File: config.mk
export PLATFORM = sky130hd
export DESIGN_NAME = divide_ctrl_flat
export DESIGN_NICKNAME = d
export VERILOG_FILES = /design/src/rtl/divide_ctrl_pkg.sv /design/src/rtl/divide_ctrl_if.sv /design/src/rtl/divide_ctrl_period_cnt.sv /design/src/rtl/divide_ctrl.sv /design/src/flat_wrapper.sv
export SDC_FILE = /design/constraint.sdc
export NUM_CORES = 1
export LEC_CHECK = 0
export CAP_MARGIN = 20
export CORE_MARGIN = 5
export CORE_UTILIZATION = 63
export DETAILED_ROUTE_END_ITERATION = 10
export MAX_ROUTING_LAYER = met4
export PLACE_DENSITY = 0.95
export SYNTH_ARGS = -nofsm -noshare
export SYNTH_HDL_FRONTEND = slang
export SYNTH_SLANG_ARGS = --single-unit
export TNS_END_PERCENT = 10
File: constraint.sdc
create_clock -name clkI -period 7.34 [get_ports clkI]
set_input_delay 0.734 -clock clkI [delete_from_list [all_inputs] [get_ports clkI]]
set_output_delay 0.734 -clock clkI [all_outputs]
set_load 0.02 [all_outputs]
File: src/rtl/divide_ctrl_pkg.sv
// divide_ctrl shared definitions.
// Mode codes, FSM states and the config validity rule.
package divide_ctrl_pkg;

  typedef logic [1:0] mode_t;

  localparam mode_t MODE_STOP  = 2'd0;
  localparam mode_t MODE_CONT  = 2'd1;
  localparam mode_t MODE_BURST = 2'd2;
  localparam mode_t MODE_RSVD  = 2'd3;

  typedef enum logic {
    ST_IDLE = 1'b0,
    ST_RUN  = 1'b1
  } state_t;

  // Operands are zero-extended to 32 bits by the caller.
  function automatic logic cfg_ok(
    input logic [31:0] m,
    input logic [31:0] n,
    input mode_t       mode,
    input logic [31:0] count
  );
    logic burstBad;
    burstBad = (mode == MODE_BURST) &&
               (count == 32'd0);
    cfg_ok = (m >= 32'd2) &&
             (n >= 32'd1) &&
             (n <= m) &&
             (mode != MODE_RSVD) &&
             !burstBad;
  endfunction

endpackage

File: src/rtl/divide_ctrl_if.sv
// Configuration channel of the clock-divider controller.
// Valid/ready offer of M/N/mode/count plus the reject pulse.
interface divide_ctrl_if
  import divide_ctrl_pkg::*;
#(
  parameter int CNT_W   = 24,
  parameter int BURST_W = 8
) ();

  logic               cfgValid;
  logic               cfgReady;
  logic [CNT_W-1:0]   cfgM;
  logic [CNT_W-1:0]   cfgN;
  mode_t              cfgMode;
  logic [BURST_W-1:0] cfgCount;
  logic               cfgErr;

  modport master (
    output cfgValid,
    output cfgM,
    output cfgN,
    output cfgMode,
    output cfgCount,
    input  cfgReady,
    input  cfgErr
  );

  modport slave (
    input  cfgValid,
    input  cfgM,
    input  cfgN,
    input  cfgMode,
    input  cfgCount,
    output cfgReady,
    output cfgErr
  );

endinterface

File: src/rtl/divide_ctrl_period_cnt.sv
// 1..M period counter with the active M/N registers.
// Produces the registered divided waveform and period tick.
module period_cnt
  import divide_ctrl_pkg::*;
#(
  parameter int CNT_W = 24,
  parameter int DEF_M = 10_000_000,
  parameter int DEF_N = 5_000_000
) (
  input  logic             clkI,
  input  logic             enable,
  input  logic             run,
  input  logic             load,
  input  logic [CNT_W-1:0] loadM,
  input  logic [CNT_W-1:0] loadN,
  output logic             atBoundary,
  output logic             waveO,
  output logic             tickO
);

  localparam logic [CNT_W-1:0] ONE = CNT_W'(1);

  logic [CNT_W-1:0] r;
  logic [CNT_W-1:0] actM;
  logic [CNT_W-1:0] actN;

  assign atBoundary = (r == actM);

  // New M/N only ever arrive together with r=1, so r never exceeds M.
  always_ff @(posedge clkI or negedge enable) begin
    if (!enable) begin
      r    <= ONE;
      actM <= CNT_W'(DEF_M);
      actN <= CNT_W'(DEF_N);
    end else if (load) begin
      r    <= ONE;
      actM <= loadM;
      actN <= loadN;
    end else if (run) begin
      r <= atBoundary ? ONE : r + ONE;
    end
  end

  // Outputs use the values of the cycle just ending, so a final
  // boundary still drives its high level before going quiet.
  always_ff @(posedge clkI or negedge enable) begin
    if (!enable) begin
      waveO <= 1'b0;
      tickO <= 1'b0;
    end else begin
      waveO <= run && ((r >= actN) || atBoundary);
      tickO <= run && (r == ONE);
    end
  end

endmodule

File: src/rtl/divide_ctrl.sv
// Run-time controller for the programmable clock divider.
// Validates configs and swaps them in only on period boundaries.
module divide_ctrl
  import divide_ctrl_pkg::*;
#(
  parameter int CNT_W   = 24,
  parameter int BURST_W = 8,
  parameter int DEF_M   = 10_000_000,
  parameter int DEF_N   = 5_000_000
) (
  input  logic         clkI,
  input  logic         enable,
  divide_ctrl_if.slave cfg,
  output logic         waveO,
  output logic         tickO,
  output logic         busy,
  output logic         doneO
);

  state_t state;
  state_t stateNxt;

  logic               pendV;
  logic               pendVNxt;
  logic [CNT_W-1:0]   pendM;
  logic [CNT_W-1:0]   pendMNxt;
  logic [CNT_W-1:0]   pendN;
  logic [CNT_W-1:0]   pendNNxt;
  mode_t              pendMode;
  mode_t              pendModeNxt;
  logic [BURST_W-1:0] pendCnt;
  logic [BURST_W-1:0] pendCntNxt;

  mode_t              actMode;
  mode_t              actModeNxt;
  logic [BURST_W-1:0] remain;
  logic [BURST_W-1:0] remainNxt;

  logic errQ;
  logic errNxt;
  logic doneQ;
  logic doneNxt;

  logic             load;
  logic [CNT_W-1:0] loadM;
  logic [CNT_W-1:0] loadN;
  logic             atBoundary;

  logic hs;
  logic ok;
  logic accept;
  logic endStop;
  logic swap;
  logic inBurst;
  logic burstEnd;
  logic burstStep;

  assign hs     = cfg.cfgValid && !pendV;
  assign ok     = cfg_ok(32'(cfg.cfgM),
                         32'(cfg.cfgN),
                         cfg.cfgMode,
                         32'(cfg.cfgCount));
  assign accept = hs && ok;

  // A pending config always outranks the remaining burst periods.
  assign endStop   = pendV && (pendMode == MODE_STOP);
  assign swap      = pendV && (pendMode != MODE_STOP);
  assign inBurst   = !pendV && (actMode == MODE_BURST);
  assign burstEnd  = inBurst && (remain == BURST_W'(1));
  assign burstStep = inBurst && (remain != BURST_W'(1));

  assign cfg.cfgReady = !pendV;
  assign cfg.cfgErr   = errQ;
  assign busy         = (state == ST_RUN);
  assign doneO        = doneQ;

  period_cnt #(
    .CNT_W (CNT_W),
    .DEF_M (DEF_M),
    .DEF_N (DEF_N)
  ) u_cnt (
    .clkI       (clkI),
    .enable     (enable),
    .run        (busy),
    .load       (load),
    .loadM      (loadM),
    .loadN      (loadN),
    .atBoundary (atBoundary),
    .waveO      (waveO),
    .tickO      (tickO)
  );

  // FSM state register.
  always_ff @(posedge clkI or negedge enable) begin
    if (!enable) state <= ST_IDLE;
    else         state <= stateNxt;
  end

  // Pending slot, held until the next period boundary.
  always_ff @(posedge clkI or negedge enable) begin
    if (!enable) begin
      pendV    <= 1'b0;
      pendM    <= '0;
      pendN    <= '0;
      pendMode <= MODE_STOP;
      pendCnt  <= '0;
    end else begin
      pendV    <= pendVNxt;
      pendM    <= pendMNxt;
      pendN    <= pendNNxt;
      pendMode <= pendModeNxt;
      pendCnt  <= pendCntNxt;
    end
  end

  // Active mode and remaining burst periods.
  always_ff @(posedge clkI or negedge enable) begin
    if (!enable) begin
      actMode <= MODE_STOP;
      remain  <= '0;
    end else begin
      actMode <= actModeNxt;
      remain  <= remainNxt;
    end
  end

  // One-cycle reject and done pulses.
  always_ff @(posedge clkI or negedge enable) begin
    if (!enable) begin
      errQ  <= 1'b0;
      doneQ <= 1'b0;
    end else begin
      errQ  <= errNxt;
      doneQ <= doneNxt;
    end
  end

  // Next-state, slot and load decisions.
  always_comb begin
    stateNxt    = state;
    pendVNxt    = pendV;
    pendMNxt    = pendM;
    pendNNxt    = pendN;
    pendModeNxt = pendMode;
    pendCntNxt  = pendCnt;
    actModeNxt  = actMode;
    remainNxt   = remain;
    errNxt      = hs && !ok;
    doneNxt     = 1'b0;
    load        = 1'b0;
    loadM       = cfg.cfgM;
    loadN       = cfg.cfgN;

    unique case (state)
      ST_IDLE: begin
        // A slot left over from the last edge of RUN starts here.
        if (pendV) begin
          pendVNxt = 1'b0;
          if (pendMode != MODE_STOP) begin
            load       = 1'b1;
            loadM      = pendM;
            loadN      = pendN;
            actModeNxt = pendMode;
            remainNxt  = pendCnt;
            stateNxt   = ST_RUN;
          end
        end else if (accept &&
                     cfg.cfgMode != MODE_STOP) begin
          load       = 1'b1;
          actModeNxt = cfg.cfgMode;
          remainNxt  = cfg.cfgCount;
          stateNxt   = ST_RUN;
        end
      end

      ST_RUN: begin
        if (accept) begin
          pendVNxt    = 1'b1;
          pendMNxt    = cfg.cfgM;
          pendNNxt    = cfg.cfgN;
          pendModeNxt = cfg.cfgMode;
          pendCntNxt  = cfg.cfgCount;
        end
        if (atBoundary) begin
          unique case (1'b1)
            endStop: begin
              pendVNxt = 1'b0;
              stateNxt = ST_IDLE;
              doneNxt  = 1'b1;
            end
            swap: begin
              pendVNxt   = 1'b0;
              load       = 1'b1;
              loadM      = pendM;
              loadN      = pendN;
              actModeNxt = pendMode;
              remainNxt  = pendCnt;
            end
            burstEnd: begin
              stateNxt = ST_IDLE;
              doneNxt  = 1'b1;
            end
            burstStep: begin
              remainNxt = remain - BURST_W'(1);
            end
            default: ;
          endcase
        end
      end

      default: stateNxt = ST_IDLE;
    endcase
  end

endmodule

File: src/flat_wrapper.sv
// flat-port wrapper written by rule: the top's interface ports become plain ports
module divide_ctrl_flat import divide_ctrl_pkg::*;
#(
  parameter int CNT_W   = 24,
  parameter int BURST_W = 8,
  parameter int DEF_M   = 10_000_000,
  parameter int DEF_N   = 5_000_000
)
  (clkI, enable, waveO, tickO, busy, doneO, cfg_cfgValid, cfg_cfgM, cfg_cfgN, cfg_cfgMode, cfg_cfgCount, cfg_cfgReady, cfg_cfgErr);
  divide_ctrl_if #(.CNT_W(CNT_W), .BURST_W(BURST_W)) cfg_i ();
  input  logic clkI;
  input  logic enable;
  output logic waveO;
  output logic tickO;
  output logic busy;
  output logic doneO;
  input wire logic [$bits(cfg_i.cfgValid)-1:0] cfg_cfgValid;
  input wire logic [$bits(cfg_i.cfgM)-1:0] cfg_cfgM;
  input wire logic [$bits(cfg_i.cfgN)-1:0] cfg_cfgN;
  input wire logic [$bits(cfg_i.cfgMode)-1:0] cfg_cfgMode;
  input wire logic [$bits(cfg_i.cfgCount)-1:0] cfg_cfgCount;
  output wire logic [$bits(cfg_i.cfgReady)-1:0] cfg_cfgReady;
  output wire logic [$bits(cfg_i.cfgErr)-1:0] cfg_cfgErr;
  assign cfg_i.cfgValid = cfg_cfgValid;
  assign cfg_i.cfgM = cfg_cfgM;
  assign cfg_i.cfgN = cfg_cfgN;
  assign cfg_i.cfgMode = cfg_cfgMode;
  assign cfg_i.cfgCount = cfg_cfgCount;
  assign cfg_cfgReady = cfg_i.cfgReady;
  assign cfg_cfgErr = cfg_i.cfgErr;
  divide_ctrl #(.CNT_W(CNT_W), .BURST_W(BURST_W), .DEF_M(DEF_M), .DEF_N(DEF_N)) u_core (.clkI(clkI), .enable(enable), .cfg(cfg_i), .waveO(waveO), .tickO(tickO), .busy(busy), .doneO(doneO));
endmodule
==> flow_results.org <==
** STA
- Across all setup checks in the final design, the least slack found is about 2.8 ns.
- Worst Max-Slew Pin Slew :: 1.01 ns
- Clock period minus worst slack :: 4.54 ns
- Number of hold violations in the final report :: 0
- Final max-slew violation count :: 0
- For the final database, setup skew stands at 0.0107 ns.
- Worst rel slew slack :: 32.4%
- Of the available clock period, the critical path in the final layout requires approximately 62%.
- RSZ-0062 raised after global routing :: false
- Setup total negative slack on the finished layout was measured at 0 ns.
- Final Setup Violations :: 0
- Peak clock frequency supported by timing :: 0.220 GHz

** Worst setup path
- Crit-path slowest cell :: sky130_fd_sc_hd__buf_4
- Number of cells on the critical path :: 12
- Critical Path Start Type :: primary input
- Largest stage delay, worst path :: 0.70 ns
- Top cell family by delay on the critical path :: buffers and inverters
- Of all nets on the critical path, the largest fanout is roughly 80.
- Path type of the worst setup path :: in -> reg
- Counting both buffers and inverters, the worst setup path holds a total of 3.
- The worst register-to-register path has a depth of 11.
- The critical path goes through clkdlybuf4s50_1 > inv_1 > ha_1 > nand4_1 > nor4_1 > and4_1 > o31a_1 > o21ai_4 > a21oi_4 > buf_4 > o21ai_4 > mux2_2.
- Endpoint of the worst-slack reg-to-reg timing path :: u_core.remain[6]
- The worst register-to-register path begins at u_core.u_cnt.r[2].
- Register-to-Register Setup Slack :: ~3.4 ns
- STA puts the critical path data arrival time at between 4 and 5 ns.
- The most numerous cell type found on the critical path is sky130_fd_sc_hd__o21ai_4.
- Req. time, crit path :: 7.65 ns
- Kind of end point of the critical path :: flip-flop

** Cells and area
- Multi-input gate area in the final layout :: 0.00425 mm^2
- Proportion of layout cells with a drive suffix above 1 :: 11.7%
- Counting the fill cells in the layout gives 700.
- Area of all placed cells without fillers :: between 0.009 and 0.01 mm^2
- Number of nets in the layout :: just over 1000
- Most common library cell in the layout ignoring fill and taps :: sky130_fd_sc_hd__dfrtp_1
- For this run, the share of the core covered by cells in the final layout is 74.4%.
- In the layout the commonest cells are 129 x sky130_fd_sc_hd__dfrtp_1, 124 x sky130_fd_sc_hd__nand2_1, 96 x sky130_fd_sc_hd__o21ai_0.
- Compared with the post-synthesis result, the final layout area differs by 17.2%.
- Area taken by flip-flops and latches :: about 0.0037 mm^2
- Antenna diode count :: 0

** GRT
- Gr usage total :: roughly a third
- The number of antenna violations at the first check in global routing was 0.
- Maximum number of pins on one net before global-route repair :: between 80 and 90
- The first global-routing pass estimated 40.0 mm of wire.
- The number of global-route vias before repair is 7500.
- The total overflow left after global routing is 0.

** Drt
- For this block, the routed nets add up to approximately 25 mm of wire.
- The routed layout has between 7000 and 8000 vias.
- Routed wire length per instance :: approximately 22 um
- Drt drc :: 0
- ANT nets after route :: 0
- Detailed router's first-iteration violation count :: 872
- Iteration count of the initial detailed-routing pass :: 8
- Routed vias/inst :: ~6.7

** Synthesis
- The synthesized design contains 0 enable-type register cells.
- Count of different cell masters after synthesis :: 51
- Number of warnings printed during yosys synthesis :: 0
- After synthesis the cells add up to approximately 0.0083 mm^2.
- Register area share after synthesis :: 44.2%
- Cells after Synth :: a little under 900
- After synthesis the netlist holds a flip-flop and latch count of 146.
- The most used flip-flop cell after synthesis is sky130_fd_sc_hd__dfrtp_1.
- Number of nets produced by synthesis :: about 980
- After synthesis, the mean cell area works out to 9.61 um^2.
- In the synthesized netlist the async set-or-reset flop fraction comes to 100%.

** Place
- Setup WS pre-CTS :: around 2.7 ns
- Final HPWL from detailed placement :: around 15 mm
- Routability-driven placement finished with a final weighted congestion of a little over 0.9.
- Once placement finished, the instance area stood at around 0.0091 mm^2.
- Port buffering added between 60 and 70 buffers.

** Power
- The clock network accounts for between 20% and 30% of the total power.
- Net switching is 36.7% of the power.
- Dividing total power by cell area gives a power density of 370 mW/mm^2.
- Cell leakage power :: about 4.5 nW
- Net switching power :: 1.32 mW
- Internal Dissipation :: between 2 and 2.5 mW
- Combinational cells account for a little under a third of the total power.
- Peak supply drop :: about 230 uV
- Sequential share of power :: 43.4%

** CTS
- Maximum clock insertion buffer count :: 2
- Hold-fix buffers, CTS :: 0
- Counting every sink on the clock net gives 146.
- Clock tree synthesis inserted a total of 17 buffers.
- Once the clock tree was built, the resizer swapped 0 gates to a different size.
- H-tree depth :: 4
- Clock-pin slew was measured on the worst setup and hold paths at roughly 0.060 ns.
- TritonCTS built the clock tree.
- Clock tree synthesis selected as its root buffer the cell sky130_fd_sc_hd__clkbuf_16.
- Skew-Pair Late Insertion Delay :: ~0.43 ns
- In this run the post-CTS setup repair buffer count came out at 0.

** Floorplanning
- Number of placement rows :: 42
- The floorplan step defined a die boundary enclosing approximately 0.016 mm^2.
- In this run the horizontal extent of the chip is about 120 um.
- For this configuration, the core starts out at a cell density of between 60% and 70%.
- In this run the standard cell core region covers roughly 0.013 mm^2.
- From bottom edge to top edge, the die measures 125 um.
- In this run the count of I/O pins placed on the die edge is 67.

** Job
- Max-cap violations in this run came to 0.

** Worst hold path
- The worst hold path belongs to the class in -> async.

** Run status
- Outcome :: finished, final reports clean
-- final cells by class --
type,count,share of cell area [%]
clock buffers,23,5.11
clock inverters,9,1.30
inverters,60,2.31
multi-input cells,617,43.6
flip-flops and latches,146,37.7
well taps,176,2.26
repair buffers,75,7.69
-- worst max-delay path by stage --
stage | from | end
floorplan | cfg_cfgM[9] | u_core.remain[0]
global placement | cfg_cfgM[21] | u_core.pendN[17]
detailed placement | cfg_cfgM[22] | u_core.remain[6]
CTS | cfg_cfgM[22] | u_core.remain[6]
global route | cfg_cfgM[22] | u_core.remain[6]
finish | cfg_cfgM[22] | u_core.remain[6]
-- synthesized netlist by cell type (all sizes together), types with 19 or more instances --
library cell,number,area [um^2]
nor4,28,175
ha,52,651
mux2,41,462
clkbuf,23,86.3
o21ai,99,522
nor2,20,77.6
a21oi,35,175
mux2i,58,581
xor2,25,219
buf,19,100
nand3,31,155
dfrtp,129,3230
nand2,124,465
inv,60,225
-- power groups by stage --
stage / Clock [mW] / Combinational, mW / Sequential [mW]
5_1_grt: 0.956 / 1.23 / 1.59
6_report: 0.929 / 1.11 / 1.56
3_3_place_gp: 0 / 0.934 / 1.49
3_5_place_dp: 0 / 1.02 / 1.52
4_1_cts: 0.920 / 1.09 / 1.54
2_1_floorplan: 0 / 0.764 / 1.41
-- through the flow --
stage          power, mW  hold slack, ns  instances
6_report            3.60           0.347       1106
2_1_floorplan       2.17           0.438        865
4_1_cts             3.55           0.390       1106
3_5_place_dp        2.54           0.470       1074
3_3_place_gp        2.42           0.454       1073
5_1_grt             3.77           0.411       1106
-- layer usage --
metal / vias to the layer above / wire (um) / global-route usage, %
met2: 595 / 11900 / 52.9
li1: 3151 / - / -
met3: 170 / 2400 / 7.76
met1: 3527 / 9020 / 39.3
met5: - / 0 / -
met4: 0 / 1510 / 17.1
-- cells by family after synthesis --
group / share of synthesized area (%)
AND/OR/NAND/NOR: 15.4
AO/OA/AOI/OAI: 11.9
flip-flops: 44.2
adder cells (fa/ha/maj): 7.83
multiplexers: 12.5
buffers and inverters: 4.95
XOR/XNOR: 3.16
-- flip-flops by register name, indices dropped and copies added (netlist names), 2 cells and up --
name	count
u_core.u_cnt.actN	24
u_core.pendM	24
u_core.u_cnt.r	24
u_core.u_cnt.actM	24
u_core.pendMode	2
u_core.actMode	2
u_core.pendN	24
u_core.pendCnt	8
u_core.remain	8
(Power assumes the default switching activity.)
